===== src/rtl/fifo_pair_arbiter.sv =====
// Purpose: arbitrates reads from two upstream FIFOs into one registered output stream.
// Latency: a pop in cycle k delivers valid_out/data_out in cycle k+2 (FIFO read, then output register).
// Backpressure: pops are withheld while down_count >= latched threshold; nothing pops outside ACTIVE.
module fifo_pair_arbiter #(
  parameter int MAIN_SIZE  = 8,
  parameter int CNT_SIZE   = 5,
  parameter int UMBRAL_RST = 16
) (
  input  logic                 clk,
  input  logic                 reset,
  input  logic                 init,
  input  logic [CNT_SIZE-1:0]  umbral_hi,
  input  logic                 fifo0_empty,
  input  logic                 fifo1_empty,
  input  logic                 fifo0_almost_full,
  input  logic                 fifo1_almost_full,
  input  logic                 fifo0_error,
  input  logic                 fifo1_error,
  input  logic [MAIN_SIZE-1:0] fifo0_data,
  input  logic [MAIN_SIZE-1:0] fifo1_data,
  input  logic [CNT_SIZE-1:0]  down_count,
  output logic                 pop0,
  output logic                 pop1,
  output logic [MAIN_SIZE-1:0] data_out,
  output logic                 valid_out,
  output logic [2:0]           state,
  output logic                 idle_out,
  output logic                 error_out,
  output logic [7:0]           sent_count
);

  typedef enum logic [2:0] {
    ST_RESET  = 3'd0,
    ST_INIT   = 3'd1,
    ST_IDLE   = 3'd2,
    ST_ACTIVE = 3'd3,
    ST_ERROR  = 3'd4
  } state_t;

  state_t              state_q;
  state_t              state_d;
  logic [CNT_SIZE-1:0] umbral_q;
  logic                rr_q;      // favoured FIFO when both are eligible and tied
  logic                rd_vld;    // a pop was issued last cycle; FIFO data is valid now
  logic                rd_src;    // which FIFO that pop went to
  logic                grant0;
  logic                grant1;
  logic                any_error;
  logic                paused;
  logic                can_pop;

  assign any_error = fifo0_error | fifo1_error;
  assign paused    = (down_count >= umbral_q);
  // Error flags gate pops in the same cycle so nothing new is launched once ERROR is due.
  assign can_pop   = (state_q == ST_ACTIVE) && !paused && !any_error;

  assign pop0      = can_pop & grant0;
  assign pop1      = can_pop & grant1;
  assign state     = state_q;
  assign idle_out  = (state_q == ST_IDLE);
  assign error_out = (state_q == ST_ERROR);

  // State register.
  always_ff @(posedge clk or negedge reset) begin
    if (!reset) state_q <= ST_RESET;
    else        state_q <= state_d;
  end

  // Next-state logic; a FIFO error overrides every other transition.
  always_comb begin
    state_d = state_q;
    unique case (state_q)
      ST_RESET:  state_d = ST_INIT;
      ST_INIT:   if (!init) state_d = ST_IDLE;
      ST_IDLE: begin
        if (init)                              state_d = ST_INIT;
        else if (!fifo0_empty || !fifo1_empty) state_d = ST_ACTIVE;
      end
      ST_ACTIVE: if (fifo0_empty && fifo1_empty && !rd_vld) state_d = ST_IDLE;
      ST_ERROR:  state_d = ST_ERROR;
      default:   state_d = ST_RESET;
    endcase
    if (any_error) state_d = ST_ERROR;
  end

  // Grant selection: single eligible wins; almost-full breaks a tie; otherwise round-robin.
  always_comb begin
    grant0 = 1'b0;
    grant1 = 1'b0;
    if (!fifo0_empty && !fifo1_empty) begin
      if (fifo0_almost_full != fifo1_almost_full) grant1 = fifo1_almost_full;
      else                                        grant1 = rr_q;
      grant0 = !grant1;
    end else begin
      grant0 = !fifo0_empty;
      grant1 = !fifo1_empty;
    end
  end

  // Round-robin pointer points away from whichever FIFO was just served.
  always_ff @(posedge clk or negedge reset) begin
    if (!reset)    rr_q <= 1'b0;
    else if (pop0) rr_q <= 1'b1;
    else if (pop1) rr_q <= 1'b0;
  end

  // Pause threshold is only loaded while in INIT.
  always_ff @(posedge clk or negedge reset) begin
    if (!reset)                   umbral_q <= CNT_SIZE'(UMBRAL_RST);
    else if (state_q == ST_INIT)  umbral_q <= umbral_hi;
  end

  // Read pipeline: remember the pop, then register the FIFO's data one cycle later.
  always_ff @(posedge clk or negedge reset) begin
    if (!reset) begin
      rd_vld     <= 1'b0;
      rd_src     <= 1'b0;
      valid_out  <= 1'b0;
      data_out   <= '0;
      sent_count <= '0;
    end else begin
      rd_vld    <= pop0 | pop1;
      rd_src    <= pop1;
      valid_out <= rd_vld;
      if (rd_vld) begin
        data_out <= rd_src ? fifo1_data : fifo0_data;
        if (sent_count != 8'hFF) sent_count <= sent_count + 8'd1;
      end
    end
  end

endmodule

===== config.mk =====
export PLATFORM = sky130hd
export DESIGN_NAME = fifo_pair_arbiter
export DESIGN_NICKNAME = d
export VERILOG_FILES = /design/src/rtl/fifo_pair_arbiter.sv
export SDC_FILE = /design/constraint.sdc
export NUM_CORES = 1
export LEC_CHECK = 0
export CORE_AREA = 2 2 61 63
export DETAILED_ROUTE_END_ITERATION = 12
export DIE_AREA = 0 0 63 65
export PLACE_DENSITY = 0.77
export SLEW_MARGIN = 10
export SYNTH_ARGS = -nofsm -noshare
export SYNTH_HDL_FRONTEND = slang
export SYNTH_SLANG_ARGS = --single-unit

===== constraint.sdc =====
create_clock -name clk -period 2.6 [get_ports clk]
set_clock_uncertainty 0.1 [all_clocks]
set_input_delay 0.39 -clock clk [delete_from_list [all_inputs] [get_ports clk]]
set_output_delay 0.39 -clock clk [all_outputs]
set_load 0.01 [all_outputs]

# --- Word-level counts from Yosys, hierarchy flattened ---
# Index checks and enable logic that the tools add are counted.
classes:
  addsub: 1
  order_cmp: 1
  eq_ne: 9
  mux: 13
  bitwise_logic: 4
  n_reduce_logical: 16
ops:
  columns: ["op", "n"]
  rows:
  - ["$mux 3", 5]
  - ["$pmux 3 s5", 1]
  - ["$add 8x1->8 const B", 1]
  - ["$mux 8", 1]
  - ["$ne 8x8->1 const B", 1]
  - ["$eq 3x2->1 const B", 2]
  - ["$logic_not 1->1", 6]
  - ["$mux 1", 6]
  - ["$ge 5x5->1", 1]
  - ["$logic_and 1x1->1", 5]
  - ["$ne 4x2->1 const B", 1]
  - ["$eq 3x1->1 const B", 1]
  - ["$eq 3x3->1 const B", 1]
  - ["$logic_not 3->1", 1]
  - ["$ne 3x2->1 const B", 1]
  - ["$ne 3x3->1 const B", 1]
  - ["$reduce_and 3->1", 1]
  - ["$and 1x1->1", 2]
  - ["$or 1x1->1", 2]
  - ["$reduce_and 2->1", 1]
  - ["$reduce_bool 2->1", 1]
  - ["$logic_or 1x1->1", 1]
  - ["$ne 1x1->1", 1]
totals:
  register_bits: 28
  in_bits: 35
  out_inout_bits: 24
  wordCells: 52

# --- Depth between registers and ports, before layout ---
# Gate-level depths: netlist of the first run.
logic_depth:
  word_depth: 7
  mapped_depth: 6

# --- Worst setup path after synthesis of the first run ---
# Ideal clock, no wire load.
synth_timing:
  path_type: "input-to-output"
  start: "input port down_count[0]"
  end: "output port pop0"
  arrival_ns: 1.654
  t_required_ns: 2.110
  setup_slack_ns: 0.456
  cell_stages: 6
  path_buffers: 0
  path_cell_list: "inv_1 -> ha_1 -> nand2b_1 -> a2111oi_4 -> o21ai_2 -> nor3_1"
synth_via:
  elab_chain_cells: 5
synth_lines:
  columns: ["element", "line_no", "rtl"]
  rows:
  - ["from (decl)", "21", "input logic [CNT_SIZE-1:0] down_count,"]
  - ["$ge 5x5->1", "53", "assign paused = (down_count >= umbral_q);"]
  - ["$logic_not 1->1", "55", "assign can_pop = (state_q == ST_ACTIVE) && !paused && !any_error;"]
  - ["$logic_and 1x1->1 (2 in series)", "55", null]
  - ["$and 1x1->1", "57", "assign pop0 = can_pop & grant0;"]
  - ["to (decl)", "22", "output logic pop0,"]
# Every way passes these cells.

# --- Final worst setup path of the first run ---
layout_timing:
  start: "register umbral_q[0]"
  end: "output port pop1"
layout_via:
  elab_chain_cells: 5
layout_lines:
  columns: ["element", "line_no", "rtl"]
  rows:
  - ["from (decl)", "42", "logic [CNT_SIZE-1:0] umbral_q;"]
  - ["from (signal assigned)", "109", "if (!reset) umbral_q <= CNT_SIZE'(UMBRAL_RST);"]
  - ["from (signal assigned)", "110", "else if (state_q == ST_INIT) umbral_q <= umbral_hi;"]
  - ["$ge 5x5->1", "53", null]
  - ["$logic_not 1->1", "55", null]
  - ["$logic_and 1x1->1 (2 in series)", "55", null]
  - ["$and 1x1->1", "58", "assign pop1 = can_pop & grant1;"]
  - ["to (decl)", "23", "output logic pop1,"]
# Every way passes these cells.

==> results of run 1 <==
[metal layers]
layer / up-vias / wire length, um / track usage, %
met3: 4 / 158 / 2.60
met1: 601 / 1340 / 19.7
li1: 610 / - / -
met5: - / 0 / 0
met4: 0 / 25 / 3.89
met2: 38 / 1660 / 30.6
[critical path, delay by kind of cell, from the launching register on]
kind | cells | cell delay [ns]
fa+ha+maj | 1 | 0.27
simple gates | 1 | 0.15
compound gates | 3 | 0.78
flops | 1 | 0.42
buf+inv | 1 | 0.14
[worst paths after layout]
check / depth (start not counted) / end
min in group clk: 2 / umbral_q[4]
worst min register to register: 2 / umbral_q[4]
worst min-delay path: 2 / umbral_q[2]
worst max register to register: 13 / rd_src
worst max-delay path: 6 / pop1
max in group asynchronous: 2 / umbral_q[4]
[power groups by stage]
stage	registers [uW]	logic, uW	clock network (uW)
after floorplan	459	26.5	0
after global placement	457	107	0
after detailed placement	457	110	0
after CTS	449	112	285
after global routing	451	121	305
final	449	112	277
[cell usage in the layout, fill, tap and decap left out, types with 2 or more instances in the layout]
cell	Yosys	final
mux2_2	2	2
clkbuf_4	0	3
buf_6	0	2
buf_4	0	13
nand4_1	2	2
o21ai_2	1	2
a21oi_1	13	13
buf_2	0	2
ha_1	6	5
nand3_1	2	2
and3_1	2	2
nor3b_1	2	2
clkdlybuf4s50_1	0	55
nor2_1	10	10
nand2_1	11	11
inv_1	9	9
mux2i_1	8	8
o21a_1	2	2
xnor2_1	4	4
nand2b_1	3	2
o21ai_0	8	7
dfrtp_1	27	27
[kinds of logic (layout without fill, tap and decap cells)]
| kind of cell | count (synthesis) | in the layout | share of synthesized area (%) |
|---|---|---|---|
| fa+ha+maj | 6 | 6 | 5.39 |
| compound gates | 30 | 30 | 14.8 |
| simple gates | 41 | 41 | 16.3 |
| mux | 10 | 10 | 7.36 |
| flops | 28 | 28 | 50.4 |
| xor+xnor | 4 | 4 | 2.51 |
| buf+inv | 12 | 86 | 3.23 |
[stage by stage]
step	hold WS [ns]	total power [uW]	worst slack (ns)	instances
after floorplan	-0.00559	486	0.456	131
after global placement	0.400	564	-0.493	240
after detailed placement	0.411	568	-0.563	240
after CTS	0.341	846	0.0201	253
after global routing	0.339	876	-0.0777	253
final	0.332	839	0.0184	253
[sequential cells by signal, indices dropped and copies added (netlist names)]
name,cells
sent_count,8
data_out,8
rd_vld,1
state,3
rd_src,1
rr_q,1
valid_out,1
umbral_q,5
[final cells by class]
class / instances / area [sq um]
timing repair buffer: 73 / 689
fill: 302 / 1290
sequential: 28 / 702
clock inverter: 1 / 30.0
multi-input combinational: 91 / 666
inverter: 9 / 33.8
tap: 48 / 60.1
clock buffer: 3 / 22.5
[timing repair]
item | CTS | global route
endpoints found under the setup margin | 2 | 2
gates cloned | 0 | 0
gates resized for setup | 13 | 3
pin swaps | 4 | 4
setup buffers | 9 | 1
==> impl_metrics.json, run 1 <==
{
  "status": "finished, final reports clean",
  "synth_seq_cells": 28,
  "via_per_inst": 4.95,
  "routabilityCongestion": 0.827,
  "post-route-util_pct": 63.0,
  "placed_area_sq_um": 2070,
  "slowest_delay_ns": 0.42,
  "grt_max_degree": 29,
  "grt_pass1_vias": 1235,
  "cts-root-buf": "clkbuf_4",
  "power_frac_comb_pct": 13.4,
  "synthFlopType": "dfrtp_1",
  "core_region_area_sq_um": 3500,
  "fin_area_sq_um": 2200,
  "rrSetupSlack_ns": 0.11,
  "synth-async-reset-ratio_pct": 100,
  "post-route-period-util_pct": 99.3,
  "fmax_mhz": 387,
  "die_h_um": 65,
  "synth_fp_nets": 172,
  "p_sw_uw": 167,
  "critical_path.startpoint": "umbral_q[0]",
  "drive_gt1_share_pct": 16.6,
  "fin_nets": 247,
  "avgSynthCellArea_sq_um": 10.6,
  "slew_headroom_pct": 65.4,
  "cts_hold_buf": 0,
  "antenna_found_initial": 0,
  "drtAntennaViolNets": 0,
  "critPathArrivalTime_ns": 2.09,
  "synth_seq_area_share_pct": 50.4,
  "synth.most_common_cell": "dfrtp_1",
  "wire_per_inst_um": 12.6,
  "port_buffers": 58,
  "drt_iter0_markers": 49,
  "cts.clk_slew.worst_paths_ns": 0.15,
  "drt-total-wl_mm": 3.19,
  "p_per_area_nw_per_um2": 381,
  "yosys_warnings": 0,
  "die_area_sq_um": 4100,
  "cts_buffer_depth": 2,
  "cap_violations": 0,
  "num_vias": 1253,
  "synth_top_area_share_pct": 48.5,
  "slew_violations": 0,
  "synth_cells": 131,
  "end_kind": "output pin",
  "period_needed_ns": 2.58,
  "dr.pass1.iters": 4,
  "setup_viol": 0,
  "cp_max_fo": 2,
  "ir_worst_vdd_v": 0.000178,
  "h-tree-depth": 1,
  "seqPwrFrac_pct": 53.6,
  "cts_tree": "yes",
  "grt_usage_pct": 16.4,
  "path_cells": "ha_1 -> nand2b_4 -> a2111oi_4 -> o211a_1 -> o21a_1 -> buf_2",
  "rsz0062_at_grt": "yes",
  "antennaDiodeCount": 0,
  "synth_area_leader_cell": "dfrtp_1",
  "ioPinCount": 59,
  "clkLatencyLatePin_ns": 0.32,
  "fin_setup_tns_ns": 0,
  "hold_violations": 0,
  "clock-sinks": 28,
  "std_cell_rows": 22,
  "die_x_um": 63,
  "power_frac_clock_pct": 33.1,
  "p_leak_uw": 0.000944,
  "grt_pass1_wl_mm": 5.40,
  "synthTopCellsByCount": "dfrtp_1, a21oi_1, nand2_1, nor2_1, inv_1",
  "swShare_pct": 20.0,
  "syn_to_final_growth_pct": 58.1,
  "synth_area_leaders": "dfrtp_1, mux2i_1, ha_1",
  "synth_edf_count": 0,
  "tightestPinTransition_ns": 0.517,
  "numCtsBuffers": 3,
  "hp-class": "in2async",
  "reg2reg_from": "umbral_q[0]",
  "mappedNetlistArea_sq_um": 1390,
  "cp-start-kind": "flop",
  "critPathSlowestCell": "dfrtp_1",
  "drcViolationCount": 0,
  "start_util_pct": 39.9,
  "path_class": "reg2out",
  "required_ns": 2.11,
  "dpl.hpwl_mm": 2.45,
  "synth.distinct_cells": 33,
  "overflow": 0,
  "internal_power_uw": 671
}
No activity file was read; power rests on OpenSTA's default activity.
==> run 2: changes to the inputs <==
- CORE_AREA: 2 2 61 63 -> 2 2 85 46
- DIE_AREA: 0 0 63 65 -> 0 0 87 48
- PLACE_DENSITY: 0.77 -> 0.78
==> impl_metrics.json, run 2 (synthesis results as in run 1) <==
{
  "status": "finished, final reports clean",
  "port_buffers": 58,
  "rsz0062_at_grt": "no",
  "clock-sinks": 28,
  "grt_pass1_vias": 1196,
  "die_x_um": 87,
  "tightestPinTransition_ns": 0.639,
  "post-route-period-util_pct": 97.4,
  "post-route-util_pct": 64.4,
  "antennaDiodeCount": 0,
  "p_per_area_nw_per_um2": 421,
  "critPathSlowestCell": "clkdlybuf4s50_1",
  "layout_commonest_cell": "clkdlybuf4s50_1",
  "drt_iter0_markers": 48,
  "cts_buffer_depth": 2,
  "period_needed_ns": 2.53,
  "layoutNonFillerInstCount": 240,
  "ir_worst_vdd_v": 0.000178,
  "via_per_inst": 5.10,
  "clkLatencyLatePin_ns": 0.28,
  "core_region_area_sq_um": 3360,
  "slew_violations": 0,
  "start_util_pct": 41.5,
  "grt_pass1_wl_mm": 5.27,
  "endpoint": "pop0",
  "fin_nets": 240,
  "grt_usage_pct": 17.2,
  "drt-total-wl_mm": 3.41,
  "num_vias": 1224,
  "end_kind": "output pin",
  "wire_per_inst_um": 14.2,
  "r2r_end": "rr_q",
  "cts_tree": "yes",
  "critical_path.startpoint": "down_count[1]",
  "slew_headroom_pct": 57.4,
  "std_cell_rows": 15,
  "r2r_cells": 7,
  "syn_to_final_growth_pct": 55.3,
  "required_ns": 2.11,
  "drive_gt1_share_pct": 13.6,
  "drcViolationCount": 0,
  "ioPinCount": 59,
  "cts-root-buf": "clkbuf_8",
  "cpLargestDelayFamily": "buffers and inverters",
  "cts.clk_slew.worst_paths_ns": 0.09,
  "dr.pass1.iters": 4,
  "antenna_found_initial": 0,
  "routabilityCongestion": 0.731,
  "crit_buf_inv": 3,
  "die_area_sq_um": 4180,
  "path_cells": "clkdlybuf4s50_1 -> ha_1 -> a2111oi_4 -> buf_4 -> o21ai_2 -> nor3_2 -> buf_2",
  "critPathArrivalTime_ns": 2.04,
  "drtAntennaViolNets": 0,
  "rrSetupSlack_ns": 0.60,
  "grt_max_degree": 29,
  "fmax_mhz": 395,
  "reg2reg_from": "umbral_q[0]",
  "path_class": "in2out",
  "cap_violations": 0,
  "p_leak_uw": 0.000916,
  "hp-class": "in2async",
  "reg_top3": "data_out (8), sent_count (8), umbral_q (5)",
  "die_h_um": 48,
  "numCtsBuffers": 3,
  "fill_cells": 272,
  "setup_viol": 0,
  "cp.depth": 7,
  "overflow": 0,
  "cp-start-kind": "input pin",
  "dp.cells": 234,
  "dpl.hpwl_mm": 2.54,
  "layout_common_cells": "clkdlybuf4s50_1, dfrtp_1, a21oi_1",
  "h-tree-depth": 1,
  "cp_max_fo": 2,
  "slowest_delay_ns": 0.42,
  "hold_violations": 0
}
run 2: cell types whose count changed in the layout (fill, tap and decap cells not counted), moves of 2 or more:
cell      delta
buf_4        -5
clkbuf_8     +3
buf_6        -2
clkbuf_4     -3
run 2: power breakdown:
group / switching, uW / internal (uW)
logic: 41.9 / 75.3
clock network: 139 / 206
registers: 4.99 / 444
total: 186 / 726
run 2: area by class of cell:
type                       count  area (sq um)  area share, %
sequential                    28           702           32.4
inverter                       9          33.8           1.56
clock buffer                   3          41.3           1.91
tap                           42          52.6           2.43
clock inverter                 1          30.0           1.39
multi-input combinational     91           672           31.0
timing repair buffer          66           633           29.2
run 2: worst reg2reg max path: stages, from the launching register on:
cell and delay (ns):
dfrtp_1 0.42, ha_4 0.26, nand2b_4 0.15, a2111oi_4 0.38
buf_4 0.18, o21ai_2 0.07, buf_4 0.15, o32ai_2 0.22
run 2: routing by layer:
layer | vias up | track usage [%] | routed length [um]
met5 | - | 0 | 0
met4 | 0 | 9.06 | 85
met3 | 8 | 3.79 | 132
met2 | 31 | 34.2 | 1820
met1 | 589 | 17.9 | 1370
li1 | 596 | - | -
run 2: per-stage QoR:
stage               area [sq um]  hold WS [ns]  setup TNS (ns)  power [uW]  setup slack, ns
detailed placement          2060         0.411           -1.05         569           -0.526
CTS                         2150         0.404               0         921           0.0335
global route                2160         0.426               0         944          0.00123
floorplan                   1390      -0.00559               0         486            0.456
global placement            2060         0.397           -1.01         566           -0.521
finish                      2160         0.385               0         912           0.0666
run 2: how the worst min path moves through the flow:
| stage | end | slack, ns | cells after the start |
|---|---|---|---|
| 2_1_floorplan | data_out[0] | -0.006 | 0 |
| 3_3_place_gp | umbral_q[4] | 0.40 | 2 |
| 3_5_place_dp | umbral_q[0] | 0.41 | 1 |
| 4_1_cts | sent_count[0] | 0.40 | 2 |
| 5_1_grt | rd_vld | 0.43 | 2 |
| 6_report | state[2] | 0.39 | 2 |
run 2: timing repair:
action,in CTS,in global routing
setup buffers,1,1
endpoints found under the setup margin,2,2
gates resized for setup,11,2
hold buffers,0,0
pin swaps,4,2
==> variant (flow settings as in run 1) <==
Register the output `error_out`; this adds one clock of latency there. The other outputs are not delayed to match.
--- a/src/rtl/fifo_pair_arbiter.sv
+++ b/src/rtl/fifo_pair_arbiter.sv
@@ -60,3 +60,5 @@
   assign idle_out  = (state_q == ST_IDLE);
-  assign error_out = (state_q == ST_ERROR);
+  always_ff @(posedge clk) begin
+    error_out <= (state_q == ST_ERROR);
+  end
 
Check against the original RTL: not equivalent (Yosys sat finds a counterexample within 4 cycles, from zero or initial values and one cycle with reset low).
==> variant against run 1 <==
The run now ends with negative setup slack left. Sequential cell count is 1 higher. Register-to-register slack improved by 20 ps. Power about the same. Via count up 4.4%. Global-route usage rose by 1.8 points. Cell area is 2.7% higher. Non-clock buffer count increased by 4. Critical path depth grew 1. Largest power group unchanged. Area after synthesis is 1.1% higher. Routed wire length increased by 9.0%. Hold slack better by 13 ps. Critical endpoint unchanged. Worst setup slack worse by 26 ps. Final cell count rose by 4.3%.
==> variant: results (changes against run 1) <==
grt_max_degree: 29  # unchanged
cts.reportedPaths.clkPinSlew_ps: 90  # -60 ps
first_pass_iters: 4  # unchanged
diodes: 0  # unchanged
synth-async-reset-ratio_pct: 96.6  # -3.4 points
cpPeakStageDelay_ps: 440  # +20 ps
met1Wirelength_um: 1400  # +4.3%
use_met2_pct: 33.5  # +2.9 points
avgRoutedWirePerCell_um: 13.2  # +4.4%
num_vias: 1308  # +4.4%
reg2reg_depth: 13  # unchanged
first_iter_violations: 69  # +41%
wl_met3_um: 211  # +34%
setup_ws_ps: -7.84  # -26.2 ps
clock_latency_ps: 320  # about the same
switching_share_pct: 21.9  # +1.9 points
htreeDepth: 2  # +1
largestRegisters: "data_out x8, sent_count x8, umbral_q x5"
dp_cells: 248  # +3.3%
synth_area_leaders: "dfrtp_1, mux2i_1, ha_1"
cts_buffers: 5  # +2
grt.total_usage_pct: 18.2  # +1.8 points
final-setup-viol-count: 1  # +1
synth_xor_area_share_pct: 4.35  # +1.8 points
holdCritPathClass: "in -> async"
finalNetCount: 256  # +3.6%
synth-compound-area-share_pct: 13.4  # -1.4 points
grt_pass1_wl_um: 5810  # +7.5%
num-fill-cells: 282  # -6.6%
grtUsageMet3_pct: 4.17  # +1.6 points
netlist_instances: 134  # +2.3%
synthFlopType: "dfrtp_1"
route.met2.wl_um: 1810  # +9.1%
cpMaxStageDelayCell: "a2111oi_2"
crit_fanout: 2  # unchanged
clock_path_buffers: 2  # unchanged
leakage_uw: 0.00101  # +6.8%
worstPathArrival_ps: 2120  # +30 ps
io_buffers: 58  # unchanged
ys_warn_count: 0  # unchanged
worstMarginPinSlew_ps: 576  # +59.1 ps
dp_hpwl_um: 2610  # +6.2%
met1_usage_pct: 20.4  # +0.69 points
drive_gt1_share_pct: 18.5  # +1.9 points
ir_drop_mv: 0.215  # +21%
ys_types: 35  # +6.1%
avgViaCountPerCell: 4.95  # about the same
failed_checks: "negative setup slack"
syn-num-nets: 175  # +1.7%
synthTopCellsByCount: "dfrtp_1, nor2_1, a21oi_1"
routabilityCongestion: 0.802  # -3.0%
top_layer: "met4"
yosysSeqAreaShare_pct: 51.2  # +0.88 points
cts-root-buf: "clkbuf_4"
status: "finished with violations"
yosys-mux-area-fraction_pct: 7.99  # +0.63 points
synth_fa_ha_area_share_pct: 5.33  # -0.057 points
variant: cell types whose count changed after synthesis, sizes merged, moves of 2 or more:
cell    delta
xnor2      -3
xor2       +6
o21a       -2
and3       -2
o21bai     +3
nand2b     -2
buf        +3
clkbuf     -3
nor2       +5
variant: path summary, 6_finish.rpt:
path	from	slack [ps]	to
min in group clk	sent_count[7]	410	sent_count[7]
worst min-delay path	reset	340	rd_vld
worst max register to register	umbral_q[2]	130	rd_src
max in group asynchronous	reset	1750	umbral_q[4]
worst max-delay path	down_count[1]	-8	pop1
worst min register to register	sent_count[7]	410	sent_count[7]
variant: area by class of cell:
cell class	count	share of cell area, %
Multi-Input combinational cell	94	29.9
Inverter	8	1.33
Timing Repair Buffer	77	31.6
Clock buffer	8	2.60
Sequential cell	29	31.9
Tap cell	48	2.65
variant: metrics by stage:
step                      TNS [ps]  area [µm²]  worst slack [ps]
after floorplan                  0        1410               325
after global placement        -794        2120              -547
after detailed placement      -928        2120              -632
after CTS                        0        2240              3.72
after global routing          -113        2260              -113
final                        -7.84        2260             -7.84
variant: critical path: cells and delay by family:
family	cells	cell delay, ps
AO/OA/AOI/OAI	4	900
buffers and inverters	2	620
adder cells (fa/ha/maj)	1	200
variant: power groups by stage:
stage / clock [µW] / sequential [µW] / combinational [µW]
CTS: 284 / 454 / 104
global route: 311 / 454 / 118
detailed placement: 0 / 463 / 99.9
floorplan: 0 / 463 / 22.1
global placement: 0 / 463 / 95.3
finish: 276 / 454 / 109
variant: repair_timing:
item | CTS | global route
resized for setup | 9 | 5
setup buffers | 7 | 2
endpoints found under the hold margin | 0 | 0
setup endpoints to repair | 2 | 3
pin swaps | 4 | 4
